### src/rtl/proc_pkg.sv
// proc_pkg: shared widths, memory FSM states and pipeline control bundle
package proc_pkg;
  localparam int DATA_W = 24;
  localparam int ADDR_W = 16;
  localparam int REG_W = 4;
  typedef enum logic {IDLE, WAIT} mem_state_t;
  typedef struct packed {
    logic regWrite;
    logic memToReg;
    logic memWrite;
    logic PCSrc;
  } mem_ctrl_t;
endpackage

### src/rtl/mem_wb_stage_if.sv
// mem_wb_stage_if: handshaked data-memory port between the stage and memory
interface mem_wb_stage_if;
  import proc_pkg::*;
  logic memReq;
  logic memWe;
  logic [ADDR_W-1:0] memAddr;
  logic [DATA_W-1:0] memWdata;
  logic [DATA_W-1:0] memRdata;
  logic memAck;
  modport master(output memReq, memWe, memAddr, memWdata, input memRdata, memAck);
  modport slave(input memReq, memWe, memAddr, memWdata, output memRdata, memAck);
endinterface

### src/rtl/mem_access_fsm.sv
// mem_access_fsm: request/stall sequencing with timeout and sticky error
module mem_access_fsm
  import proc_pkg::*;
#(
  parameter int TIMEOUT = 15,
  parameter int CNT_W = 4
) (
  input  logic clk,
  input  logic rst,
  input  logic access,
  input  logic ack,
  output logic req,
  output logic stall,
  output logic timeout,
  output logic err
);
  mem_state_t state, state_n;
  logic [CNT_W-1:0] cnt, cnt_n;
  // An access stalls until acked or the wait budget runs out; ack beats timeout
  always_comb begin
    req = access | (state == WAIT);
    timeout = (state == WAIT) && !ack && (cnt == CNT_W'(TIMEOUT));
    stall = req & !ack & !timeout;
    state_n = stall ? WAIT : IDLE;
    cnt_n = stall ? ((state == WAIT) ? cnt + 1'b1 : CNT_W'(1)) : '0;
  end
  // State, wait counter and sticky timeout flag; reset abandons any access
  always_ff @(posedge clk or negedge rst) begin
    if (!rst) begin
      state <= IDLE;
      cnt <= '0;
      err <= 1'b0;
    end else begin
      state <= state_n;
      cnt <= cnt_n;
      err <= err | timeout;
    end
  end
endmodule

### src/rtl/mem_wb_stage.sv
// mem_wb_stage: memory-access and write-back pipeline stage
module mem_wb_stage
  import proc_pkg::*;
#(
  parameter int TIMEOUT = 15,
  parameter int CNT_W = 4
) (
  input  logic clk,
  input  logic rst,
  input  logic [ADDR_W-1:0] aluResE,
  input  logic [DATA_W-1:0] writeDataE,
  input  logic [REG_W-1:0] WA3E,
  input  logic regWriteE,
  input  logic memToRegE,
  input  logic memWriteE,
  input  logic PCSrcE,
  mem_wb_stage_if.master mem,
  output logic memStall,
  output logic memErr,
  output logic [DATA_W-1:0] resultW,
  output logic [REG_W-1:0] WA3W,
  output logic regWriteW,
  output logic PCSrcW
);
  mem_ctrl_t ctrlM;
  logic [ADDR_W-1:0] aluResM;
  logic [DATA_W-1:0] writeDataM;
  logic [REG_W-1:0] WA3M;
  logic req, timeout;
  logic [DATA_W-1:0] result_m;
  mem_access_fsm #(.TIMEOUT(TIMEOUT), .CNT_W(CNT_W)) u_fsm (
    .clk(clk),
    .rst(rst),
    .access(ctrlM.memToReg | ctrlM.memWrite),
    .ack(mem.memAck),
    .req(req),
    .stall(memStall),
    .timeout(timeout),
    .err(memErr)
  );
  assign mem.memReq = req;
  assign mem.memWe = ctrlM.memWrite;
  assign mem.memAddr = aluResM;
  assign mem.memWdata = writeDataM;
  // Store wins over load when both are set, so only pure loads take memory data
  always_comb begin
    result_m = (ctrlM.memToReg & !ctrlM.memWrite) ? (timeout ? '0 : mem.memRdata) : DATA_W'(aluResM);
  end
  // M register holds the instruction for the whole access
  always_ff @(posedge clk or negedge rst) begin
    if (!rst) begin
      ctrlM <= '0;
      aluResM <= '0;
      writeDataM <= '0;
      WA3M <= '0;
    end else if (!memStall) begin
      ctrlM <= '{regWriteE, memToRegE, memWriteE, PCSrcE};
      aluResM <= aluResE;
      writeDataM <= writeDataE;
      WA3M <= WA3E;
    end
  end
  // W register takes the completing instruction, or a bubble while stalled
  always_ff @(posedge clk or negedge rst) begin
    if (!rst) begin
      resultW <= '0;
      WA3W <= '0;
      regWriteW <= 1'b0;
      PCSrcW <= 1'b0;
    end else begin
      resultW <= memStall ? resultW : result_m;
      WA3W <= memStall ? WA3W : WA3M;
      regWriteW <= !memStall & ctrlM.regWrite;
      PCSrcW <= !memStall & ctrlM.PCSrc;
    end
  end
endmodule

### src/flat_wrapper.sv
// flat-port wrapper written by rule: the top's interface ports become plain ports
module mem_wb_stage_flat import proc_pkg::*;
#(
  parameter int TIMEOUT = 15,
  parameter int CNT_W = 4
)
  (clk, rst, aluResE, writeDataE, WA3E, regWriteE, memToRegE, memWriteE, PCSrcE, memStall, memErr, resultW, WA3W, regWriteW, PCSrcW, mem_memReq, mem_memWe, mem_memAddr, mem_memWdata, mem_memRdata, mem_memAck);
  mem_wb_stage_if mem_i ();
  input  logic clk;
  input  logic rst;
  input  logic [ADDR_W-1:0] aluResE;
  input  logic [DATA_W-1:0] writeDataE;
  input  logic [REG_W-1:0] WA3E;
  input  logic regWriteE;
  input  logic memToRegE;
  input  logic memWriteE;
  input  logic PCSrcE;
  output logic memStall;
  output logic memErr;
  output logic [DATA_W-1:0] resultW;
  output logic [REG_W-1:0] WA3W;
  output logic regWriteW;
  output logic PCSrcW;
  output wire logic [$bits(mem_i.memReq)-1:0] mem_memReq;
  output wire logic [$bits(mem_i.memWe)-1:0] mem_memWe;
  output wire logic [$bits(mem_i.memAddr)-1:0] mem_memAddr;
  output wire logic [$bits(mem_i.memWdata)-1:0] mem_memWdata;
  input wire logic [$bits(mem_i.memRdata)-1:0] mem_memRdata;
  input wire logic [$bits(mem_i.memAck)-1:0] mem_memAck;
  assign mem_memReq = mem_i.memReq;
  assign mem_memWe = mem_i.memWe;
  assign mem_memAddr = mem_i.memAddr;
  assign mem_memWdata = mem_i.memWdata;
  assign mem_i.memRdata = mem_memRdata;
  assign mem_i.memAck = mem_memAck;
  mem_wb_stage #(.TIMEOUT(TIMEOUT), .CNT_W(CNT_W)) u_core (.clk(clk), .rst(rst), .aluResE(aluResE), .writeDataE(writeDataE), .WA3E(WA3E), .regWriteE(regWriteE), .memToRegE(memToRegE), .memWriteE(memWriteE), .PCSrcE(PCSrcE), .mem(mem_i), .memStall(memStall), .memErr(memErr), .resultW(resultW), .WA3W(WA3W), .regWriteW(regWriteW), .PCSrcW(PCSrcW));
endmodule
### config.mk
export PLATFORM = sky130hd
export DESIGN_NAME = mem_wb_stage_flat
export DESIGN_NICKNAME = d
export VERILOG_FILES = /design/src/rtl/proc_pkg.sv /design/src/rtl/mem_wb_stage_if.sv /design/src/rtl/mem_access_fsm.sv /design/src/rtl/mem_wb_stage.sv /design/src/flat_wrapper.sv
export SDC_FILE = /design/constraint.sdc
export NUM_CORES = 1
export LEC_CHECK = 0
export CORE_ASPECT_RATIO = 2
export CORE_MARGIN = 5
export CORE_UTILIZATION = 44
export DETAILED_ROUTE_END_ITERATION = 12
export PLACE_DENSITY = 0.94
export SYNTH_ARGS = -nofsm -noshare
export SYNTH_HDL_FRONTEND = slang
export SYNTH_HIERARCHICAL = 1
export SYNTH_SLANG_ARGS = --single-unit
### constraint.sdc
create_clock -name clk -period 3.4 [get_ports clk]
set_clock_uncertainty 0.05 [all_clocks]
set_input_delay 0.68 -clock clk [delete_from_list [all_inputs] [get_ports clk]]
set_output_delay 0.68 -clock clk [all_outputs]
set_load 0.1 [all_outputs]
=== Yosys cells after proc, flatten, opt, wreduce, memory -nomap -nowiden ===
Cells that the tools add are included.

* Bits in registers: 84

* Muxes and demuxes: 5
* $add $sub $neg: 1
* Equality and inequality tests: 1
* Bitwise gates (word level): 8
* Reductions and logical operators: 6

{| class="wikitable"
|+ Operators with widths
! kind !! number
|-
| two-way mux 24 bit || 2
|-
| two-way mux 4 bit || 2
|-
| AND 1 bit || 5
|-
| adder 4 x 1 -> 4 bit, second input constant || 1
|-
| equality test 4 bit, second input constant || 1
|-
| zero test 1 bit || 4
|-
| OR 1 bit || 3
|-
| logical AND 1 bit || 2
|-
| two-way mux 1 bit || 1
|}

=== Depth between registers and ports, before layout ===
* Depth in word-level cells: 7
* Mapped depth: 8
* Gate-level depth less buffers: 6

=== By module ===
Netlist, hierarchy kept.

{| class="wikitable"
|+ Modules (own cells, without submodules)
! module !! sequential area each (um^2) !! area an instance (um^2) !! cells an instance !! instances
|-
| mem_wb_stage || 1951.9 || 3001.6 || 188 || 1
|-
| mem_access_fsm || 150.1 || 271.5 || 23 || 1
|}

=== Worst setup path before layout ===
No wires, ideal clock.

* Kind: reg2reg
* Start point: reg u_core.ctrlM, in the netlist u_core/mem.memWe
* End point: reg u_core.aluResM[10] (netlist: u_core/mem.memAddr[10])
* Data arrival time: 3.806 ns
* Buffers on the path: 3
* Setup slack: -0.582 ns
* Cell stages (with the launch flop): 8
* Required time: 3.224 ns
* Clock period less this slack: 3.982 ns
* Cell sequence: dfrtp_1 -> or2_2 -> or2_1 -> and3b_1 -> buf_6 -> buf_2 -> buf_4 -> mux2_2

* Cells in the longest elaborated chain, start to end: 4

{| class="wikitable"
|+ Ends and longest elaborated chain
! item !! line !! text
|-
| start: declaration || mem_wb_stage.sv:25 || <nowiki>mem_ctrl_t ctrlM;</nowiki>
|-
| start signal: assignment || mem_wb_stage.sv:57 || <nowiki>ctrlM <= '{regWriteE, memToRegE, memWriteE, PCSrcE};</nowiki>
|-
| OR 1 bit || mem_wb_stage.sv:34 || <nowiki>.access(ctrlM.memToReg | ctrlM.memWrite),</nowiki>
|-
| OR 1 bit || mem_access_fsm.sv:21 || <nowiki>req = access | (state == WAIT);</nowiki>
|-
| via mem_memReq || flat_wrapper.sv:24 || <nowiki>output wire logic [$bits(mem_i.memReq)-1:0] mem_memReq;</nowiki>
|-
| AND 1 bit (2 in series) || mem_access_fsm.sv:23 || <nowiki>stall = req & !ack & !timeout;</nowiki>
|-
| via memStall || flat_wrapper.sv:18 || <nowiki>output logic memStall;</nowiki>
|-
| end signal: assignment || mem_wb_stage.sv:58 || <nowiki>aluResM <= aluResE;</nowiki>
|-
| end: declaration || mem_wb_stage.sv:26 || <nowiki>logic [ADDR_W-1:0] aluResM;</nowiki>
|}

The timed path passes the listed nets, and every way through them passes these cells.
A chain may end at the register's enable or synchronous reset.

=== Final worst setup path ===
* Start point: reg u_core.ctrlM, in the netlist u_core/mem.memWe
* End point: out memStall

* Cells in the longest elaborated chain, start to end: 4

{| class="wikitable"
|+ Ends and longest elaborated chain
! item !! line
|-
| OR 1 bit || mem_wb_stage.sv:34
|-
| OR 1 bit || mem_access_fsm.sv:21
|-
| AND 1 bit (2 in series) || mem_access_fsm.sv:23
|-
| end: declaration || flat_wrapper.sv:18
|}

Every way passes these cells.

==> flow_summary_export.csv <==
group,metric,value,unit
timing,fmax,391.7,MHz
clocking,cts_setup_buffers,0,
global_routing,grt_pass1_vias,2582,
power_and_ir_drop,leakage,2.330,nW
setup_path,crit_family,"simple AND/OR/NAND/NOR gates",
clocking,clk_latency,330,ps
power_and_ir_drop,clkPwrFrac,0.244,
drt,vias,2320,
timing,tightest_slew,504.2,ps
clocking,clockRootBuffer,"clkbuf_16",
final_layout,drive_gt1_frac,0.4130,
power_and_ir_drop,p_seq_frac,0.331,
clocking,ctsHoldBuffers,0,
setup_path,cp_slowest_cell,"dfrtp_2",
timing,maxSlewViolCount,0,
setup_path,r2r_start,"u_core/mem.memWe$_DFFE_PN0N_",
clocking,htree_levels,3,
power_and_ir_drop,internal-power,2.112,mW
synthesis,ys_ff_latch,84,
power_and_ir_drop,p_per_area,755.8,mW/mm^2
job,cap_violations,0,
final_layout,fin_cells,460,
global_routing,grt_max_degree,42,
clocking,cts_resized,0,
drt,via_per_inst,5.043,
setup_path,worstSetupPathType,"reg2out",
global_routing,grt.total_usage,0.1846,
placed_design,globalplace.congestion,0.7523,
setup_path,reg2reg_to,"u_core/resultW[3]$_DFFE_PN0N_",
timing,hold-worst-slack,254.4,ps
synthesis,synth.avg_cell_area,15.51,um^2
die,start_util,0.4504,
die,die_height,132.0,um
synthesis,syn_inst,211,
die,dieArea,0.009368,mm^2
clocking,clk_pin_slew,50,ps
global_routing,grt.overflow.total,0,
die,num_rows,44,
setup_path,critical_path.max_stage_delay,440,ps
timing,hold_violations,0,
synthesis,yosysSeqAreaShare,0.6422,
drt,drtIter0Drc,103,
setup_path,path_cells,"or2_2, or2_1, and3b_2, buf_12",
final_layout,syn_to_final_growth,51.19,%
setup_path,startpoint_type,"register",
power_and_ir_drop,peakVddDrop,0.0003913,V
min_path,hp-class,"in2async",
status,status,"completed",
placed_design,io_buffers,148,
placed_design,hpwl,6479,um
drt,drc,0,
setup_path,cp_max_fo,12,
setup_path,crit_arrival,1820,ps
setup_path,critPathCaptureType,"output pin",
synthesis,syn_area,0.003273,mm^2
setup_path,reg2reg_depth,7,
clocking,numCtsBuffers,9,
drt,wire_per_inst,18.18,um
power_and_ir_drop,combinationalPowerShare,0.425,
final_layout,diodes,0,
synthesis,synth_top_area_cell,"dfrtp_1",
drt,ant_nets,0,
setup_path,cp.depth,4,
die,die_w,70.99,um
timing,fin_crit_sh,0.7509,
final_layout,nets,440,
clocking,cts_buffer_depth,2,
die,coreArea,0.007267,mm^2
timing,setup_viol,0,
setup_path,r2r_slack,1150,ps
setup_path,required,2670,ps
power_and_ir_drop,p_sw_frac,0.4354,
timing,relSlewSlack,0.6639,
global_routing,grt_first_pass_wirelength,13190,um
setup_path,crit_buf_inv,1,
timing,tns,0,ps
setup_path,worstSetupStartpoint,"u_core/mem.memWe$_DFFE_PN0N_",
clocking,cts_tree,"built",
synthesis,synth_top_area_share,0.6422,
setup_path,endpoint,"memStall",
drt,wl,8361,um
timing,rsz0062_at_grt,"false",
synthesis,ys_warn_count,6,
timing,min_period,2553,ps
die,pin_count,149,
drt,drt_first_pass_iters,4,
synthesis,ys_top_cells_by_area,"dfrtp_1 (64%), mux2_2 (18%), a22o_1 (6.4%), a21o_1 (3.9%), buf_6 (1.0%)",
clocking,clkSinkCount,84,
synthesis,syn_nets,287,
placed_design,dpl.cell_count,445,
synthesis,synth_cell_type_count,26,
power_and_ir_drop,switching_power,1.628,mW
global_routing,antenna_found_initial,0,
==> registers in the layout (all words and copies together), names as in the netlist <==
signal               flops
u_core/PCSrcW            1
u_core/WA3M              4
u_core/WA3W              4
u_core/ctrlM             3
u_core/mem.memAddr      16
u_core/mem.memWdata     24
u_core/mem.memWe         1
u_core/regWriteW         1
u_core/resultW          24
u_core/u_fsm/cnt         4
u_core/u_fsm/err         1
u_core/u_fsm/state       1
==> layer usage <==
| metal | up-vias | GRT usage | part of all wire |
|---|---|---|---|
| met5 | - | 0 | 0 |
| met4 | 0 | 0.1077 | 0.035 |
| met3 | 20 | 0.05115 | 0.065 |
| met2 | 92 | 0.3366 | 0.58 |
| met1 | 1138 | 0.1783 | 0.32 |
| li1 | 1070 | - | - |
==> layout by cell type, fill, tap and decap left out <==
master	n
inv_1	1
nand3_1	1
nor2b_1	2
a31oi_1	1
ha_1	1
xnor2_1	1
clkinv_2	1
a21oi_1	2
nand3b_1	1
a22o_1	24
buf_12	1
clkdlybuf4s50_1	73
dfrtp_1	83
nand2b_1	2
clkbuf_1	1
clkbuf_16	9
nor2_2	1
a21o_1	17
nor2_1	1
or2_1	2
nor4b_4	1
clkbuf_8	4
mux2_2	52
or2_2	1
buf_4	80
nand4_1	1
dfrtp_2	1
a311oi_1	1
and4b_1	1
and3b_2	1
==> area by class of cell <==
class                   count  area (um^2)
clock buffers              14        284.0
clock inverters             1        5.005
fillers                   563         2318
inverters                   1        3.754
multi-input cells         114         1086
flip-flops and latches     84         2103
well taps                  92        115.1
repair buffers            154         1351
==> logic make-up after synthesis <==
logic type,after synthesis,share of synthesized area
simple gates,15,0.03517
buf+inv,13,0.02637
flops,84,0.6422
xor+xnor,1,0.002676
mux,52,0.1789
compound gates,45,0.1109
fa+ha+maj,1,0.003822
==> cells in the mapped netlist (all sizes together) <==
cell type / number
xnor2: 1
ha: 1
nand3: 1
nand4: 1
buf: 12
a311oi: 1
a22o: 24
a21oi: 2
or2: 3
nor2b: 2
mux2: 52
dfrtp: 84
inv: 1
and4b: 1
a21o: 17
and3b: 1
nor4b: 1
nand3b: 1
nor2: 2
a31oi: 1
nand2b: 2
==> through the flow <==
| step | area (um^2) | power, mW | utilization | setup WS, ps |
|---|---|---|---|---|
| final | 4949 | 3.740 | 0.6810 | 846.8 |
| after global routing | 4949 | 3.872 | 0.6810 | 781.2 |
| after CTS | 4949 | 3.789 | 0.6810 | 818.4 |
| after detailed placement | 4659 | 2.856 | 0.6412 | 758.9 |
| after global placement | 4659 | 2.825 | 0.6412 | 822.8 |
| after floorplan | 3276 | 2.443 | - | 50.99 |
==> power by group through the flow <==
stage	clock network [mW]	registers (mW)	logic, mW
4_1_cts	0.948	1.24	1.60
3_5_place_dp	0	1.25	1.60
2_1_floorplan	0	2.20	0.246
5_1_grt	0.985	1.25	1.63
3_3_place_gp	0	1.24	1.58
6_report	0.913	1.24	1.59
==> worst min-delay path by stage <==
| stage | from | to | slack, ps |
|---|---|---|---|
| after CTS | rst | u_core/mem.memWdata[22]$_DFFE_PN0N_ | 260 |
| after detailed placement | u_core/ctrlM[3]$_DFFE_PN0N_ | u_core/regWriteW$_DFF_PN0_ | 430 |
| after global routing | rst | u_core/mem.memWdata[22]$_DFFE_PN0N_ | 290 |
| after floorplan | rst | u_core/PCSrcW$_DFF_PN0_ | 330 |
| final | rst | u_core/mem.memWdata[22]$_DFFE_PN0N_ | 250 |
| after global placement | u_core/ctrlM[3]$_DFFE_PN0N_ | u_core/regWriteW$_DFF_PN0_ | 420 |
(Power assumes the default switching activity.)
